--- src/rtl/serial_tx.sv ---
// 8N1 UART-style transmitter, MSB-first, paced by an external baud tick (tx_clk).
// Define SERIAL_TX_FIFO_EN for a FIFO_DEPTH-entry input FIFO; otherwise a single holding register is used.
module serial_tx #(
    parameter int unsigned OVERSAMPLE = 8,
    parameter int unsigned STOP_BITS  = 1,
    parameter int unsigned FIFO_DEPTH = 4
) (
    input  logic       clk,
    input  logic       rst,
    input  logic       tx_clk,
    input  logic [7:0] data_out,
    input  logic       new_data_out,
    output logic       ready,
    output logic       tx,
    output logic       busy
);

    typedef enum logic [1:0] {IDLE, START, DATA, STOP} state_t;

    localparam logic [2:0] TICK_LAST = 3'(OVERSAMPLE - 1);
    localparam logic [2:0] STOP_LAST = 3'(STOP_BITS - 1);

    state_t     state, state_next;
    logic [2:0] tick_cnt, tick_cnt_next;
    logic [2:0] bit_cnt, bit_cnt_next;
    logic [7:0] shift, shift_next;
    logic       tx_next;
    logic       pop;
    logic       pending;
    logic       accept;
    logic [7:0] head;

    assign accept = new_data_out && ready;

`ifdef SERIAL_TX_FIFO_EN
    // Pointers carry one extra bit so full and empty are distinguishable; FIFO_DEPTH >= 2.
    localparam int unsigned AW = $clog2(FIFO_DEPTH);
    localparam logic [AW:0] FULL_FILL = (AW + 1)'(FIFO_DEPTH);

    logic [7:0]  mem [FIFO_DEPTH];
    logic [AW:0] wr_ptr, rd_ptr;
    logic [AW:0] fill;

    assign fill    = wr_ptr - rd_ptr;
    assign ready   = (fill != FULL_FILL);
    assign pending = (fill != '0);
    assign head    = mem[rd_ptr[AW-1:0]];

    always_ff @(posedge clk) begin
        if (rst) begin
            wr_ptr <= '0;
            rd_ptr <= '0;
        end else begin
            if (accept) begin
                mem[wr_ptr[AW-1:0]] <= data_out;
                wr_ptr              <= wr_ptr + 1'b1;
            end
            if (pop) begin
                rd_ptr <= rd_ptr + 1'b1;
            end
        end
    end
`else
    logic       hold_valid;
    logic [7:0] hold_data;

    assign ready   = !hold_valid;
    assign pending = hold_valid;
    assign head    = hold_data;

    always_ff @(posedge clk) begin
        if (rst) begin
            hold_valid <= 1'b0;
            hold_data  <= '0;
        end else if (accept) begin
            hold_valid <= 1'b1;
            hold_data  <= data_out;
        end else if (pop) begin
            hold_valid <= 1'b0;
        end
    end
`endif

    assign busy = (state != IDLE) || pending;

    always_ff @(posedge clk) begin
        if (rst) begin
            state    <= IDLE;
            tick_cnt <= '0;
            bit_cnt  <= '0;
            shift    <= '0;
            tx       <= 1'b1;
        end else begin
            state    <= state_next;
            tick_cnt <= tick_cnt_next;
            bit_cnt  <= bit_cnt_next;
            shift    <= shift_next;
            tx       <= tx_next;
        end
    end

    always_comb begin
        state_next    = state;
        tick_cnt_next = tick_cnt;
        bit_cnt_next  = bit_cnt;
        shift_next    = shift;
        tx_next       = tx;
        pop           = 1'b0;
        if (tx_clk) begin
            unique case (state)
                IDLE: begin
                    tx_next = 1'b1;
                    if (pending) begin
                        pop           = 1'b1;
                        shift_next    = head;
                        tx_next       = 1'b0;
                        tick_cnt_next = '0;
                        state_next    = START;
                    end
                end
                START: begin
                    if (tick_cnt == TICK_LAST) begin
                        tick_cnt_next = '0;
                        bit_cnt_next  = '0;
                        tx_next       = shift[7];
                        state_next    = DATA;
                    end else begin
                        tick_cnt_next = tick_cnt + 1'b1;
                    end
                end
                DATA: begin
                    if (tick_cnt == TICK_LAST) begin
                        tick_cnt_next = '0;
                        if (bit_cnt == 3'd7) begin
                            tx_next      = 1'b1;
                            bit_cnt_next = '0;
                            state_next   = STOP;
                        end else begin
                            shift_next   = {shift[6:0], 1'b0};
                            tx_next      = shift[6];
                            bit_cnt_next = bit_cnt + 1'b1;
                        end
                    end else begin
                        tick_cnt_next = tick_cnt + 1'b1;
                    end
                end
                STOP: begin
                    // bit_cnt is reused to count stop bits; a pending byte starts with no idle gap.
                    if (tick_cnt == TICK_LAST) begin
                        tick_cnt_next = '0;
                        if (bit_cnt == STOP_LAST) begin
                            bit_cnt_next = '0;
                            if (pending) begin
                                pop        = 1'b1;
                                shift_next = head;
                                tx_next    = 1'b0;
                                state_next = START;
                            end else begin
                                state_next = IDLE;
                            end
                        end else begin
                            bit_cnt_next = bit_cnt + 1'b1;
                        end
                    end else begin
                        tick_cnt_next = tick_cnt + 1'b1;
                    end
                end
                default: state_next = IDLE;
            endcase
        end
    end

endmodule

--- config.mk ---
export PLATFORM = sky130hd
export DESIGN_NAME = serial_tx
export DESIGN_NICKNAME = d
export VERILOG_FILES = /design/src/rtl/serial_tx.sv
export SDC_FILE = /design/constraint.sdc
export NUM_CORES = 1
export LEC_CHECK = 0
export CAP_MARGIN = 20
export CORE_MARGIN = 5
export CORE_UTILIZATION = 52
export CTS_BUF_LIST = sky130_fd_sc_hd__clkbuf_4
export DETAILED_ROUTE_END_ITERATION = 7
export PLACE_DENSITY = 0.77
export SYNTH_ARGS = -nofsm -noshare
export SYNTH_HDL_FRONTEND = slang
export SYNTH_SLANG_ARGS = --single-unit
--- constraint.sdc ---
create_clock -name clk -period 1.99 [get_ports clk]
set_clock_uncertainty 0.15 [all_clocks]
set_input_delay 0.2985 -clock clk [delete_from_list [all_inputs] [get_ports clk]]
set_output_delay 0.2985 -clock clk [all_outputs]
set_load 0.1 [all_outputs]
==> flow_summary.json, run 1 <==
{
  "final_common_cell": "a21oi_1",
  "nets": 207,
  "yosys.cell_types.count": 38,
  "drt-initial-drc-count": 45,
  "via_per_inst": 5.77,
  "fill_cells": 184,
  "gp_congestion": 0.878,
  "synth_area_leader_cell": "dfxtp_1",
  "cts_tree": "built",
  "ys_warn_count": 0,
  "ctsRootBufferMaster": "clkbuf_4",
  "num_antenna_cells": 0,
  "grt_antenna_before_repair": 0,
  "ys_seq_area_share_pct": 38.2,
  "die_w_um": 61.2,
  "setup_viol": 0,
  "grt_max_degree": 17,
  "syn_to_final_growth_pct": 29.5,
  "yosys_most_used_dff": "dfxtp_1",
  "min_period_ns": 1.94,
  "worstHoldPathType": "flop to flop",
  "grt_overflow": 0,
  "synth.area.top_cells": "dfxtp_1, ha_1, a21oi_1, nand2_1, mux2i_1",
  "htree_levels": 1,
  "syn-cell-area_um2": 1360,
  "num_rows": 18,
  "via_count": 1223,
  "io-pin-count": 15,
  "cellLeakagePower_nw": 0.663,
  "final_cell_mix": "a21oi_1, nand2_1, dfxtp_1",
  "die_area_um2": 3740,
  "period_share_pct": 97.5,
  "path_clk_slew_ns": 0.13,
  "finalMaxSlewViolations": 0,
  "post_dp_cell_area_um2": 1630,
  "clock_latency_ns": 0.32,
  "crit_path_end_kind": "flop",
  "grt_pass1_wl_um": 5090,
  "syn_inst": 152,
  "hold_start": "head[3]",
  "post_drt_wl_per_cell_um": 14.8,
  "core_um2": 2500,
  "hold_buffers": 0,
  "regToRegStartpoint": "bit_cnt[0]",
  "numCtsBuffers": 3,
  "irDropWorstVdd_mv": 0.585,
  "synth_top_cell_area_share_pct": 38.2,
  "drc": 0,
  "ys_ff_latch": 26,
  "whs_ns": 0.324,
  "syn_avg_cell_area_um2": 8.96,
  "worst-endpoint-required_ns": 2.08,
  "final_cells": 212,
  "power_density_nw_per_um2": 658,
  "fin_total_pwr_mw": 1.16,
  "start_kind": "flop",
  "start_util_pct": 54.5,
  "grtUsageTotal_pct": 17.9,
  "drt_wl_total_um": 3150,
  "cap_violations": 0,
  "worst_pin_slew_ns": 0.592,
  "synth_nets": 175,
  "final_cell_area_um2": 1760,
  "clkSinkCount": 26,
  "port_buffers": 14,
  "grt_pass1_vias": 1115,
  "finalHoldViolCount": 0,
  "drive_gt1_share_pct": 24.2,
  "async_reset_ff_share_pct": 0,
  "slew_headroom_pct": 60.4,
  "cts_buffer_depth": 2,
  "die_y_um": 61.2,
  "synth_edf_count": 0,
  "outcome": "completed",
  "ant_nets": 0,
  "max_freq_ghz": 0.515,
  "critPathMaxFanout": 5,
  "worstPathArrival_ns": 2.04,
  "startpoint": "bit_cnt[0]",
  "firstDrtPassIters": 6,
  "dp_cells": 201,
  "path_class": "flop to flop",
  "hpwlAfterDp_um": 2310
}
[kinds of logic (layout without fill, tap and decap cells)]
family                   after synthesis  count (layout)  share of synthesized area [%]
adder cells (fa/ha/maj)               11              11                           10.1
AND/OR/NAND/NOR                       40              40                           13.8
flip-flops                            26              26                           38.2
multiplexers                           7               7                           5.14
AO/OA/AOI/OAI                         51              51                           27.1
buffers and inverters                 17              47                           5.69
[critical path, stage by stage, from the launching register on]
cell       delay, ns
dfxtp_2         0.36
ha_2            0.20
ha_4            0.17
a2111oi_4       0.39
clkbuf_16       0.21
buf_6           0.10
a21oi_1         0.06
a311oi_2        0.22
[stage by stage]
stage / utilization, % / TNS (ns) / worst slack, ns
final: 70.6 / 0 / 0.0490
after floorplan: - / 0 / 0.0607
after global placement: 65.1 / 0 / 0.0541
after CTS: 66.0 / -0.00814 / -0.00814
after global routing: 70.6 / -0.0294 / -0.0234
after detailed placement: 65.1 / -0.0715 / -0.0482
[state kept, by name, summed over array words and instances, names as in the netlist]
| signal | count |
|---|---|
| shift | 8 |
| tick_cnt | 3 |
| bit_cnt | 3 |
| state | 2 |
| hold_valid | 1 |
| head | 8 |
| tx | 1 |
[path summary, 6_finish.rpt]
check	slack, ns	to	cells after the start
max	0.05	shift[6]	7
min	0.32	head[3]	2
max reg2reg	0.05	shift[6]	7
min reg2reg	0.32	head[3]	2
[synthesized netlist by cell type, drive strengths merged, types with 2 or more instances]
master	instances
o2111ai	2
nand2b	2
nor2b	3
buf	5
nand4	3
ha	11
clkbuf	4
inv	8
a311oi	7
nor2	3
mux2i	7
o21ai	2
a21oi	27
dfxtp	26
nand2	24
[per-layer routing]
layer	share of wire, %	GRT usage [%]	vias up
met5	0	0	-
met4	1.1	3.72	0
met3	2.8	4.40	4
met2	47	27.5	22
met1	49	25.6	582
li1	-	-	615
[where the power goes]
part | total, mW | switching [mW] | internal, mW
registers | 0.577 | 0.0240 | 0.553
logic | 0.361 | 0.205 | 0.156
clock network | 0.223 | 0.152 | 0.0711
total | 1.16 | 0.380 | 0.780
[area by class of cell]
type / count / area (um^2) / area share [%]
clock buffer: 3 / 22.5 / 1.28
inverter: 8 / 30.0 / 1.70
multi-input combinational: 109 / 801 / 45.4
sequential: 26 / 526 / 29.8
tap: 30 / 37.5 / 2.13
timing repair buffer: 36 / 348 / 19.7
[repair_timing]
item	in CTS	in global routing
endpoints found under the hold margin	0	0
endpoints found under the setup margin	1	15
setup buffers	0	8
resized for setup	0	19
pin swaps	0	5
(Power assumes the default switching activity.)
==> inputs of run 2 (changes only) <==
--- a/config.mk
+++ b/config.mk
@@ -11,6 +11,7 @@
 export CTS_BUF_LIST = sky130_fd_sc_hd__clkbuf_4
 export DETAILED_ROUTE_END_ITERATION = 7
 export PLACE_DENSITY = 0.77
+export SKIP_LAST_GASP = 1
 export SYNTH_ARGS = -nofsm -noshare
 export SYNTH_HDL_FRONTEND = slang
 export SYNTH_SLANG_ARGS = --single-unit
==> results of run 2 <==
The final DEF is identical to that of run 1; final timing and power are the same.
==> inputs of run 3 (changes only) <==
--- a/config.mk
+++ b/config.mk
@@ -6,6 +6,7 @@
 export NUM_CORES = 1
 export LEC_CHECK = 0
 export CAP_MARGIN = 20
+export CORE_ASPECT_RATIO = 0.75
 export CORE_MARGIN = 5
 export CORE_UTILIZATION = 52
 export CTS_BUF_LIST = sky130_fd_sc_hd__clkbuf_4
==> run 3 against run 2 <==
Net effect: first-iteration DRC count up 71%; combinational power up 1%; routed wire length up 4.9%; clock power about the same; critical endpoint is now shift[4].
==> flow_summary.json, run 3 (synthesis gave the netlist of run 1 again) <==
{
  "outcome": "completed",
  "drc": 0,
  "worst_pin_slew_ns": 0.459,
  "irDropWorstVdd_mv": 0.464,
  "rsz0062_at_grt": "true",
  "cp_cell_sequence": "ha_1, ha_2, a2111oi_4, buf_6, a21oi_1, a311oi_1",
  "crit_path_max_incr_delay_ns": 0.44,
  "path_class": "flop to flop",
  "nets": 205,
  "num_antenna_cells": 0,
  "post_drt_wl_per_cell_um": 15.2,
  "start_kind": "flop",
  "via_count": 1244,
  "worstHoldPathType": "flop to flop",
  "final_cell_mix": "a21oi_1, nand2_1, dfxtp_1",
  "numCtsBuffers": 3,
  "ctsRootBufferMaster": "clkbuf_4",
  "grtUsageTotal_pct": 17.2,
  "setup_viol": 0,
  "cellLeakagePower_nw": 0.650,
  "num_rows": 16,
  "power_frac_seq_pct": 49.5,
  "crit_slowest_cell": "a2111oi_4",
  "grt_pass1_wl_um": 5160,
  "fill_cells": 220,
  "min_period_ns": 1.92,
  "drive_gt1_share_pct": 21.5,
  "clkPwrFrac_pct": 19.1,
  "path_clk_slew_ns": 0.13,
  "start_util_pct": 53.2,
  "grt_max_degree": 17,
  "grt_antenna_before_repair": 0,
  "port_buffers": 14,
  "hpwlAfterDp_um": 2380,
  "power_density_nw_per_um2": 677,
  "worst-endpoint-required_ns": 2.07,
  "r2r_slack_ns": 0.07,
  "finalMaxSlewViolations": 0,
  "cts_tree": "built",
  "ant_nets": 0,
  "netSwitchingFraction_pct": 33.0,
  "period_share_pct": 96.7,
  "fin_util_pct": 67.2,
  "clock_latency_ns": 0.31,
  "p_comb_share_pct": 31.4,
  "grt_pass1_vias": 1115,
  "slew_headroom_pct": 69.4,
  "io-pin-count": 15,
  "crit_path_end_kind": "flop",
  "worstPathArrival_ns": 2.01,
  "drt_wl_total_um": 3300,
  "critPathMaxFanout": 8,
  "firstDrtPassIters": 4,
  "core_um2": 2560,
  "syn_to_final_growth_pct": 26.4,
  "die_w_um": 69.1,
  "p_switching_uw": 385,
  "gp_congestion": 0.965,
  "htree_levels": 1,
  "die_y_um": 54.3,
  "clkSinkCount": 26,
  "final_common_cell": "a21oi_1",
  "p_int_uw": 781,
  "die_area_um2": 3750,
  "cts_buffer_depth": 2,
  "cap_violations": 0,
  "tns_ns": 0,
  "max_freq_ghz": 0.520,
  "via_per_inst": 5.73,
  "drt-initial-drc-count": 77,
  "finalHoldViolCount": 0,
  "fin_total_pwr_mw": 1.17,
  "grt_overflow": 0
}
[run 3: layout make-up]
type,instances,area [um^2],area share [%]
clock buffer,3,22.5,1.31
timing repair buffer,34,317,18.4
clock inverter,1,3.75,0.218
inverter,8,30.0,1.74
multi-input combinational,109,779,45.2
sequential,26,526,30.5
tap,36,45.0,2.61
[run 3: timing repair]
| item | 4_1_cts | 5_1_grt |
|---|---|---|
| gates cloned | 0 | 1 |
| setup buffers | 0 | 6 |
| resized for setup | 2 | 9 |
| hold buffers | 0 | 0 |
| setup endpoints to repair | 4 | 13 |
| pin swaps | 0 | 6 |
[run 3: power by group through the flow]
stage	Clock, mW	Sequential, mW	Combinational [mW]
after floorplan	0	0.601	0.199
after global placement	0	0.585	0.325
after detailed placement	0	0.587	0.335
after CTS	0.229	0.576	0.337
after global routing	0.252	0.580	0.391
final	0.223	0.577	0.366
[run 3: worst paths after layout]
path / depth (start not counted) / end / from
max: 6 / shift[4] / bit_cnt[0]
min: 2 / tick_cnt[2] / tick_cnt[2]
max reg2reg: 6 / shift[4] / bit_cnt[0]
min reg2reg: 2 / tick_cnt[2] / tick_cnt[2]
[run 3: metal layers]
| layer | up-vias | global-route usage, % | part of all wire (%) |
|---|---|---|---|
| met4 | 0 | 4.87 | 3.3 |
| met3 | 12 | 5.32 | 5.5 |
| met2 | 45 | 28.0 | 44 |
| met1 | 575 | 22.4 | 47 |
| met5 | - | 0 | 0 |
| li1 | 612 | - | - |
[run 3: critical path: cells and delay by family, from the launching register on]
| family | cells | cell delay, ns |
|---|---|---|
| flops | 1 | 0.36 |
| buf+inv | 1 | 0.19 |
| fa+ha+maj | 2 | 0.39 |
| compound gates | 3 | 0.75 |
[run 3: metrics by stage]
stage | worst slack, ns | instances | hold WS (ns) | cell area, um^2
after floorplan | 0.0607 | 152 | 0.284 | 1370
after detailed placement | -0.0764 | 206 | 0.306 | 1620
after CTS | 0.00255 | 210 | 0.322 | 1650
final | 0.0652 | 217 | 0.319 | 1720
after global placement | 0.0349 | 206 | 0.293 | 1620
after global routing | -0.0493 | 217 | 0.338 | 1720
